### src/rtl/debug_trace_fifo.sv
// Debug trace capture FIFO: rising edges on stage valids are logged with three debug words.
// Optional DEBUG_TRACE_TIMESTAMP_EN adds a 16-bit timestamp in rd_data_o[123:108].
module debug_trace_fifo #(
  parameter int DEPTH = 16,
  parameter int CNT_W = $clog2(DEPTH) + 1
) (
  input  logic              clk,
  input  logic              rst,
  input  logic [3:0]        stage_vld_i,
  input  logic [31:0]       debug_1_i,
  input  logic [31:0]       debug_2_i,
  input  logic [31:0]       debug_3_i,
  input  logic              arm_i,
  input  logic              disarm_i,
  input  logic              rd_rdy_i,
  output logic              rd_vld_o,
  output logic [127:0]      rd_data_o,
  output logic [CNT_W-1:0]  count_o,
  output logic              overflow_o,
  output logic [1:0]        state_o
);
  localparam int PTR_W = $clog2(DEPTH);

  typedef enum logic [1:0] {IDLE = 2'd0, ARMED = 2'd1, FULL = 2'd2} state_e;

  state_e             state_q;
  logic [3:0]         stage_vld_q;
  logic [PTR_W-1:0]   wr_ptr_q, rd_ptr_q;
  logic [CNT_W-1:0]   count_q, count_d;
  logic               ovf_q;
  logic [15:0]        ts;
  logic [127:0]       mem [DEPTH];

  logic [3:0] mask;
  logic       evt, is_full, pop, capture, push, drop, arm_ok;

  assign mask    = stage_vld_i & ~stage_vld_q;
  assign evt     = |mask;
  assign is_full = (count_q == CNT_W'(DEPTH));
  assign pop     = rd_vld_o && rd_rdy_i;
  assign capture = (state_q != IDLE) && !disarm_i;
  // A pop in the same cycle frees the slot, so a full FIFO can still take the event.
  assign push    = capture && evt && (!is_full || pop);
  assign drop    = capture && evt && is_full && !pop;
  assign arm_ok  = (state_q == IDLE) && arm_i && !disarm_i;

`ifdef DEBUG_TRACE_TIMESTAMP_EN
  logic [15:0] ts_q;
  always_ff @(posedge clk or posedge rst) begin
    if (rst)                   ts_q <= '0;
    else if (arm_ok)           ts_q <= '0;
    else if (state_q != IDLE)  ts_q <= ts_q + 16'd1;
  end
  assign ts = ts_q;
`else
  assign ts = '0;
`endif

  always_comb begin
    count_d = count_q;
    case ({push, pop})
      2'b10:   count_d = count_q + CNT_W'(1);
      2'b01:   count_d = count_q - CNT_W'(1);
      default: count_d = count_q;
    endcase
  end

  always_ff @(posedge clk or posedge rst) begin
    if (rst) begin
      state_q     <= IDLE;
      stage_vld_q <= '0;
      wr_ptr_q    <= '0;
      rd_ptr_q    <= '0;
      count_q     <= '0;
      ovf_q       <= 1'b0;
    end else begin
      stage_vld_q <= stage_vld_i;
      count_q     <= count_d;
      if (push) wr_ptr_q <= wr_ptr_q + PTR_W'(1);
      if (pop)  rd_ptr_q <= rd_ptr_q + PTR_W'(1);

      if (drop)        ovf_q <= 1'b1;
      else if (arm_ok) ovf_q <= 1'b0;

      if (disarm_i) state_q <= IDLE;
      else begin
        case (state_q)
          IDLE:    if (arm_i) state_q <= ARMED;
          // Entering FULL also covers a drop while already at DEPTH after a pop+push.
          ARMED:   if ((push && !pop && count_q == CNT_W'(DEPTH - 1)) || drop) state_q <= FULL;
          FULL:    if (pop) state_q <= ARMED;
          default: state_q <= IDLE;
        endcase
      end
    end
  end

  always_ff @(posedge clk) begin
    if (push) mem[wr_ptr_q] <= {mask, ts, 12'h000, debug_1_i, debug_2_i, debug_3_i};
  end

  assign rd_vld_o   = (count_q != '0);
  assign rd_data_o  = mem[rd_ptr_q];
  assign count_o    = count_q;
  assign overflow_o = ovf_q;
  assign state_o    = state_q;
endmodule

### config.mk
export PLATFORM = sky130hd
export DESIGN_NAME = debug_trace_fifo
export DESIGN_NICKNAME = d
export VERILOG_FILES = /design/src/rtl/debug_trace_fifo.sv
export SDC_FILE = /design/constraint.sdc
export NUM_CORES = 1
export LEC_CHECK = 0
export CAP_MARGIN = 20
export CORE_ASPECT_RATIO = 1.2
export CORE_MARGIN = 2
export CORE_UTILIZATION = 63
export CTS_BUF_LIST = sky130_fd_sc_hd__clkbuf_4 sky130_fd_sc_hd__clkbuf_8
export CTS_CLUSTER_SIZE = 10
export DETAILED_ROUTE_END_ITERATION = 12
export GPL_ROUTABILITY_DRIVEN = 0
export PLACE_DENSITY = 0.82
export SYNTH_ARGS = -nofsm -noshare
export SYNTH_HDL_FRONTEND = slang
export SYNTH_SLANG_ARGS = --single-unit
### constraint.sdc
create_clock -name clk -period 13 [get_ports clk]
set_input_delay 2.6 -clock clk [delete_from_list [all_inputs] [get_ports clk]]
set_output_delay 2.6 -clock clk [all_outputs]
set_load 0.01 [all_outputs]
After elaboration in Yosys (flattened, before gate mapping). Memory sizes are Yosys's and may differ from the RTL's. Index checks and enable logic that the tools add are counted.

Register bits: 20. Input port bits: 105. Memory bits (writable): 1600. Memories: 1. Output and inout bits: 137.

Memories: mem (words 16, width 100, read ports 1, clocked after Yosys merged registers in 0, wr ports 1, line 32) `logic [127:0] mem [DEPTH];`.

Bitwise gates (word level): 2. Reductions and logical operators: 22. Add/sub/neg operators: 4. Equality and inequality tests: 9. Multiplexer cells: 10.

Operators with widths (number): 1-bit logical AND (10); 5-bit case mux with 2 select lines (1); 3-bit inequality test, second input constant (3); 4-bit by 1-bit adder with 4-bit output, second input constant (2); 2-bit two-way mux (4); 2-bit case mux with 3 select lines (1); 2-bit nonzero test (3); 5-bit by 1-bit adder with 5-bit output, second input constant (1); 5-bit by 4-bit equality test with 1-bit output, second input constant (1); 5-bit equality test, second input constant (1); 5-bit nonzero test (1); 5-bit by 1-bit subtractor with 5-bit output, second input constant (1); 4-bit bitwise AND (1); 2-bit by 1-bit equality test with 1-bit output, second input constant (2); 2-bit equality test, second input constant (2); 1-bit two-way mux (4); 4-bit inverter (1); 4-bit OR reduction (1); 1-bit zero test (3); 3-bit AND reduction (1); 2-bit zero test (1); 1-bit logical OR (2).

Logic depth before layout (Yosys ltp). Gate-level depths: netlist (run 1).

Word-level depth: 11. Mapped depth: 14. Mapped depth without buffers: 11.

Least setup slack after synthesis (run 1). OpenSTA, ideal clock, no wires.

Kind: input -> register. From: input stage_vld_i[3]. To: memory mem[3][0] (netlist bit), enable pin. Required time: 12.298 ns. Arrival: 11.021 ns. Slack: 1.276 ns. Stages on the path: 4. Setup time: 0.702 ns. Buffers on the path: 0. Path through: nor2b_1 > o41a_1 > and3_1 > nor3b_1.

Longest elaborated chain between the ends: 6.

Ends and longest elaborated chain: from (decl) (line 9) `input logic [3:0] stage_vld_i,`; 4-bit bitwise AND (line 37) `assign mask = stage_vld_i & ~stage_vld_q;`; 4-bit OR reduction (line 38) `assign evt = |mask;`; 1-bit logical AND (2 in series) (line 43) `assign push = capture && evt && (!is_full || pop);`; 1-bit two-way mux (line 99) `if (push) mem[wr_ptr_q] <= {mask, ts, 12'h000, debug_1_i, debug_2_i, debug_3_i};`; 1-bit two-way mux (implied by the code) (line 99); to (decl) (line 32).

No other way between the ends.

Worst setup path after layout (run 1).
From: register rd_ptr_q[1]. To: output rd_data_o[23].

Longest elaborated chain between the ends: 1.

Ends and longest elaborated chain: from (decl) (line 28) `logic [PTR_W-1:0] wr_ptr_q, rd_ptr_q;`; from (signal assigned) (line 80) `if (pop) rd_ptr_q <= rd_ptr_q + PTR_W'(1);`; memory read 16 x 100 bit; to (decl) (line 17) `output logic [127:0] rd_data_o,`.

No other way between the ends.

==> results of run 1 <==
where the power goes:
group | internal [W] | switching (W) | total, W
registers | 0.00587 | 0.000127 | 0.00600
logic | 0.00196 | 0.00208 | 0.00403
clock network | 0.00198 | 0.00187 | 0.00384
routing by layer:
layer / vias to the layer above / wire length (um)
met2: 1738 / 69070
met3: 236 / 13570
li1: 11801 / -
met4: 16 / 3428
met5: - / 101
met1: 15223 / 47790
registers in the layout (all words and copies together) (netlist names):
signal and cells:
count_o 5, stage_vld_q 4, overflow_o 1, mem 1600, wr_ptr_q 4, rd_ptr_q 4, state_o 2
layout by cell type (no fill, tap or decap), drive strengths merged, types with 20 or more instances in the layout:
master,count
dfrtp,20
nand2,110
edfxtp,1600
mux4,400
clkdlybuf4s50,213
conb,28
buf,53
clkinv,108
a22oi,200
clkbuf,286
metrics by stage:
step	util, %	worst slack [ns]
6_report	71.69	5.272
5_1_grt	71.69	4.912
4_1_cts	71.55	4.874
3_5_place_dp	66.97	5.343
3_3_place_gp	66.97	5.564
2_1_floorplan	-	1.276
worst paths after layout:
kind | cells after the start | to | slack, ns | start
min | 1 | overflow_o | 0.51 | overflow_o
max reg2reg | 6 | mem[4][61] | 8.88 | state_o[1]
max in group asynchronous | 2 | rd_ptr_q[0] | 10.31 | rst
max | 6 | rd_data_o[23] | 5.27 | rd_ptr_q[1]
min reg2reg | 1 | overflow_o | 0.51 | overflow_o
min in group asynchronous | 2 | count_o[0] | 2.11 | rst
kinds of logic after synthesis:
family / after synthesis / share of synthesized area, %
xor+xnor: 11 / 0.1580
flops: 1620 / 79.61
mux: 403 / 14.83
fa+ha+maj: 10 / 0.2052
other cells: 1 / 0.006149
compound gates: 215 / 2.649
buf+inv: 175 / 1.354
simple gates: 162 / 1.188
area by class of cell:
class	instances	area [sq um]	area share (%)
Antenna cell	9	22.52	0.03261
Clock buffer	285	3547	5.136
Clock inverter	129	864.6	1.252
Inverter	6	22.52	0.03261
Multi-Input combinational cell	829	11840	17.14
Sequential cell	1620	48550	70.30
Tap cell	1270	1589	2.301
Timing Repair Buffer	267	2634	3.813
==> results.md, run 1 <==
* Status: completed
* Worst skew pair latency at 0.93 ns
* Count leader, synth: edfxtp_1
* Largest net degree at the start of global routing at 184
* Grt met3 use at approximately 7.6%
* Via density at 6.572
* Max H-tree Level at 4
* Layout area overhead at 13.26%
* Vias at roughly 29000
* Core outline area at roughly 96000 sq um
* Warnings from Yosys at 0
* CTS resizes at 0
* Worst Skew at roughly 0.052 ns
* Height of the die at around 340 um
* Final Instance Count excl. Fillers at between 4000 and 5000
* Routed WL per cell at 30.34 um
* Post-synth EDFFs at 1600
* ANT nets after route at 0
* Fmax at 0.1294 GHz
* Top_reg_cell synth: edfxtp_1
* Setup crit end kind: output pin
* Synth Area per Inst at roughly 23 sq um
* Syn Inst Count at 2597
* Overall global routing resource usage at about 28%
* Worst Tran Pin Value at about 1.2 ns
* FF+latch count, synth at about 1600
* Die width at between 200 and 300 um
* Max_slew headroom at roughly a fifth
* Final hold slack at approximately 0.51 ns
* Placed inst area at about 65000 sq um
* Synth area leader: edfxtp_1
* Tmin final at just under 8 ns
* Global Route met1 Usage at between 30% and 40%
* Count of cell types in the netlist at 49
* Total die area at about 99000 sq um
* Clk pin slew, worst setup/hold paths at ~0.06 ns
* GRT Residual Overflow at 0
* RSZ-0062 raised after global routing: false
* Total Neg Setup Slack at 0 ns
* Post-synth top area share at between 70 and 80%
* CP required at roughly 10 ns
* First-pass GRT wire length at slightly below 200000 um
* P_leak at about 22 nW
* Final Setup Violations at 0
* Final instance area at around 69000 sq um
* Pwr dens at between 200 and 250 nW/um^2
* Post-synthesis sequential area ratio at 79.61%
* WP data arrival at between 5 and 6 ns
* Mapped cell area at around 60000 sq um
* Worst Path Max Fanout at roughly 180
* Max Cap Violations at 0
* Critical path buffers and inverters at 3
* Clock Path Buffers at 3
* Most used routing layer: met2
* Inst Count DP at about 4000
* Slew Viols, Final at 0
* CTS tree: done
* Final net count at slightly above 3000
* Crit path largest cell delay at just over 0.9 ns
* Num ports at 242
* Final-report hold violation count at 0
* Synth top area cells: edfxtp_1 79%, mux4_2 15%, a22oi_1 2.5%
* Postcts setup bufs at 0
* Initial DRC count at 3525
* Pre-antenna DRT Iters at 5
* Worst-path cell chain: buf_12 -> buf_4 -> mux4_2 -> a22oi_1 -> nand2_1 -> clkdlybuf4s50_1
* Final wirelength at around 130000 um
* IO buf count at ~210
* Starting density of the core at between 60% and 70%
* Post-DP HPWL at 67900 um
* GR Util met2 at 45.12%
* Commonest cells in the netlist: 1600 x edfxtp_1, 400 x mux4_2, 200 x a22oi_1, 110 x nand2_1, 83 x clkbuf_1
* Critical Path Start Type: flop
* Slowest stage cell, crit path: buf_4
* Worst hold path type: flop to flop
* Tot Pwr at between 0.01 and 0.015 W
* Row count at ~130
* Peak supply drop at roughly 0.00021 V
* Cts hold-fix bufs at 0
* Period utilisation layout at 59.45%
* Drt drc at 0
* Layout cells sized above 1 at a little over a quarter
* Cell family with most CP delay: buffers and inverters
* Initial antenna violation count at 17
* Clk sink count at between 1500 and 2000
* Crit Path Class: flop to output pin
* Ys async rst share at under 10%
* Vias in the first global route at roughly 30000
* Filler cells at 5197
* Root Buffer: clkbuf_8
* CTS buffer count at ~220
(Power assumes the default switching activity.)
==> run 2: changes to the inputs <==
==> constraint.sdc (replaced) <==
create_clock -name clk -period 7.5 [get_ports clk]
set_input_delay 1.5 -clock clk [delete_from_list [all_inputs] [get_ports clk]]
set_output_delay 1.5 -clock clk [all_outputs]
set_load 0.01 [all_outputs]
==> run 2 against run 1 <==
Clock skew down 0.020 ns. First-iteration DRC count grew 2.3%. Clock power grew 71%. Sequential share of layout area fell by 0.22 points. Sequential cell count is the same. Critical path type unchanged. Setup slack worse by 3.5 ns. Highest routed layer unchanged.
==> results.md, run 2 (synthesis gave the netlist of run 1 again) <==
* Min-delay src: overflow_o
* Final Setup Violations at 0 (unchanged)
* Setup crit end kind: output pin
* Worst Skew at 0.03185 ns (-0.01995 ns)
* Via density at 6.532 (-0.61%)
* Pre-antenna DRT Iters at 5 (unchanged)
* Die width at 288.0 um (unchanged)
* Peak supply drop at 0.0005135 V (+140%)
* Worst Path Max Fanout at 133 (-27%)
* Row count at 125 (unchanged)
* Height of the die at 344.8 um (unchanged)
* Crit Path Class: flop to output pin
* Vias at 28818 (-0.68%)
* Status: completed
* Tmin final at ~5.7 ns
* Clk pin slew, worst setup/hold paths at 0.06 ns (about the same)
* Core outline area at 96340 sq um (unchanged)
* Most frequent cells in the layout: 1600 x edfxtp_1, 400 x mux4_2, 226 x clkbuf_8, 213 x clkdlybuf4s50_1, 200 x a22oi_1
* Layout Utilization at 71.92% (+0.23 points)
* Clock Path Buffers at 3 (unchanged)
* Largest register by flop count: mem
* Max reg flops at 1600 (unchanged)
* CP required at 6.00 ns (-4.40 ns)
* CTS tree: done
* Max_slew headroom at 26.42% (+5.4 points)
* Slew Viols, Final at 0 (unchanged)
* Vias in the first global route at 30288 (-1.4%)
* Final net count at 3064 (+0.065%)
* Crit path largest cell delay at 1.14 ns (+0.22 ns)
* Overall global routing resource usage at 27.53% (-0.11 points)
* Postcts setup bufs at 0 (unchanged)
* Total die area at 99310 sq um (unchanged)
* ANT nets after route at 0 (unchanged)
* Fmax at roughly 0.17 GHz
* Layout cells sized above 1 at 26.27% (-0.20 points)
* Worst-path cell chain: buf_12 -> mux4_2 -> a22oi_1 -> nand2_1 -> clkdlybuf4s50_1
* Commonest non-fill, non-tap cell in the layout: edfxtp_1
* WP data arrival at 4.24 ns (-0.89 ns)
* CTS resizes at 0 (unchanged)
* IO buf count at 213 (unchanged)
* Max H-tree Level at 4 (unchanged)
* Period utilisation layout at about three quarters
* Num ports at 242 (unchanged)
* Reg-to-Reg Start: stage_vld_q[2]
* RSZ-0062 raised after global routing: false
* Slowest stage cell, crit path: dfrtp_4
* Max Cap Violations at 0 (unchanged)
* Post-DP HPWL at 67000 um (-1.3%)
* Drt drc at 0 (unchanged)
* Initial antenna violation count at 18 (+1)
* GRT Residual Overflow at 0 (unchanged)
* Root Buffer: clkbuf_8
* Largest net degree at the start of global routing at 134 (-27%)
* Starting density of the core at 63.30% (unchanged)
* Routed WL per cell at 30.22 um (-0.40%)
* Worst Tran Pin Value at 1.104 ns (-0.08106 ns)
* Worst skew pair latency at 0.91 ns (-0.02 ns)
* Initial DRC count at 3606 (+2.3%)
* CTS buffer count at 222 (-0.45%)
* Clk sink count at 1620 (unchanged)
* Crit. Startpoint: rd_ptr_q[1]
* Total Neg Setup Slack at 0 ns (unchanged)
* Layout area overhead at 13.62%
* Final-report hold violation count at 0 (unchanged)
* Worst hold path type: flop to flop
* Final wirelength at 133300 um (-0.47%)
* P_leak at 21.85 nW (+0.11%)
* First-pass GRT wire length at 194300 um (-1.0%)
* Critical Path Start Type: flop
* Pwr dens at 346.2 nW/um^2 (+72%)
* Cts hold-fix bufs at 0 (unchanged)
-- run 2: cell count changes in the layout (fill, tap and decap cells not counted), moves of 3 or more --
cell      before  now
nor3_4         0    3
buf_4         47   32
nor3_2         3    0
clkinv_2      38   29
clkinv_1      68   72
buf_12         4   25
-- run 2: final timing paths --
kind / cells after the start / end / slack, ns
hold reg to reg: 1 / overflow_o / 0.51
setup reg to reg: 5 / mem[2][42] / 3.71
max in group asynchronous: 2 / rd_ptr_q[0] / 5.86
hold / removal: 1 / overflow_o / 0.51
min in group asynchronous: 2 / wr_ptr_q[2] / 1.04
setup / recovery: 5 / rd_data_o[39] / 1.76
-- run 2: stage by stage --
step	setup WS (ns)	power, W	cells	instance area (sq um)	hold slack (ns)
after detailed placement	1.872	0.01761	3994	64890	0.4853
after floorplan	0.1938	0.01489	2624	61100	0.5179
final	1.765	0.02399	4412	69290	0.5121
after global routing	1.550	0.02489	4410	69280	0.5317
after global placement	2.143	0.01740	3993	64870	0.4913
after CTS	1.636	0.02415	4402	69260	0.5128
-- run 2: power breakdown --
group | total [W] | internal (W) | switching (W)
Sequential | 0.0105 | 0.0102 | 0.000274
Combinational | 0.00695 | 0.00341 | 0.00354
Clock | 0.00658 | 0.00339 | 0.00319
-- run 2: layout make-up --
type                       instances  area (sq um)
fill                            5195         27050
clock inverter                   122         805.8
sequential                      1620         48550
antenna                            9         22.52
tap                             1270          1589
timing repair buffer             270          2873
multi-input combinational        829         11860
inverter                           6         22.52
clock buffer                     286          3561
-- run 2: metal layers --
layer | wire (um) | track usage [%] | share of wire [%] | vias up
met5 | 114 | 0 | 0.086 | -
met4 | 3400 | 9.823 | 2.6 | 20
met3 | 12410 | 6.392 | 9.3 | 241
met2 | 68380 | 44.80 | 51 | 1610
met1 | 49030 | 37.38 | 37 | 15138
li1 | - | - | - | 11809
-- run 2: critical path: cells and delay by family (launching register included) --
family	cells	cell delay [ns]
buf+inv	2	1.03
mux	1	0.42
simple gates	1	0.11
compound gates	1	0.33
flops	1	1.14
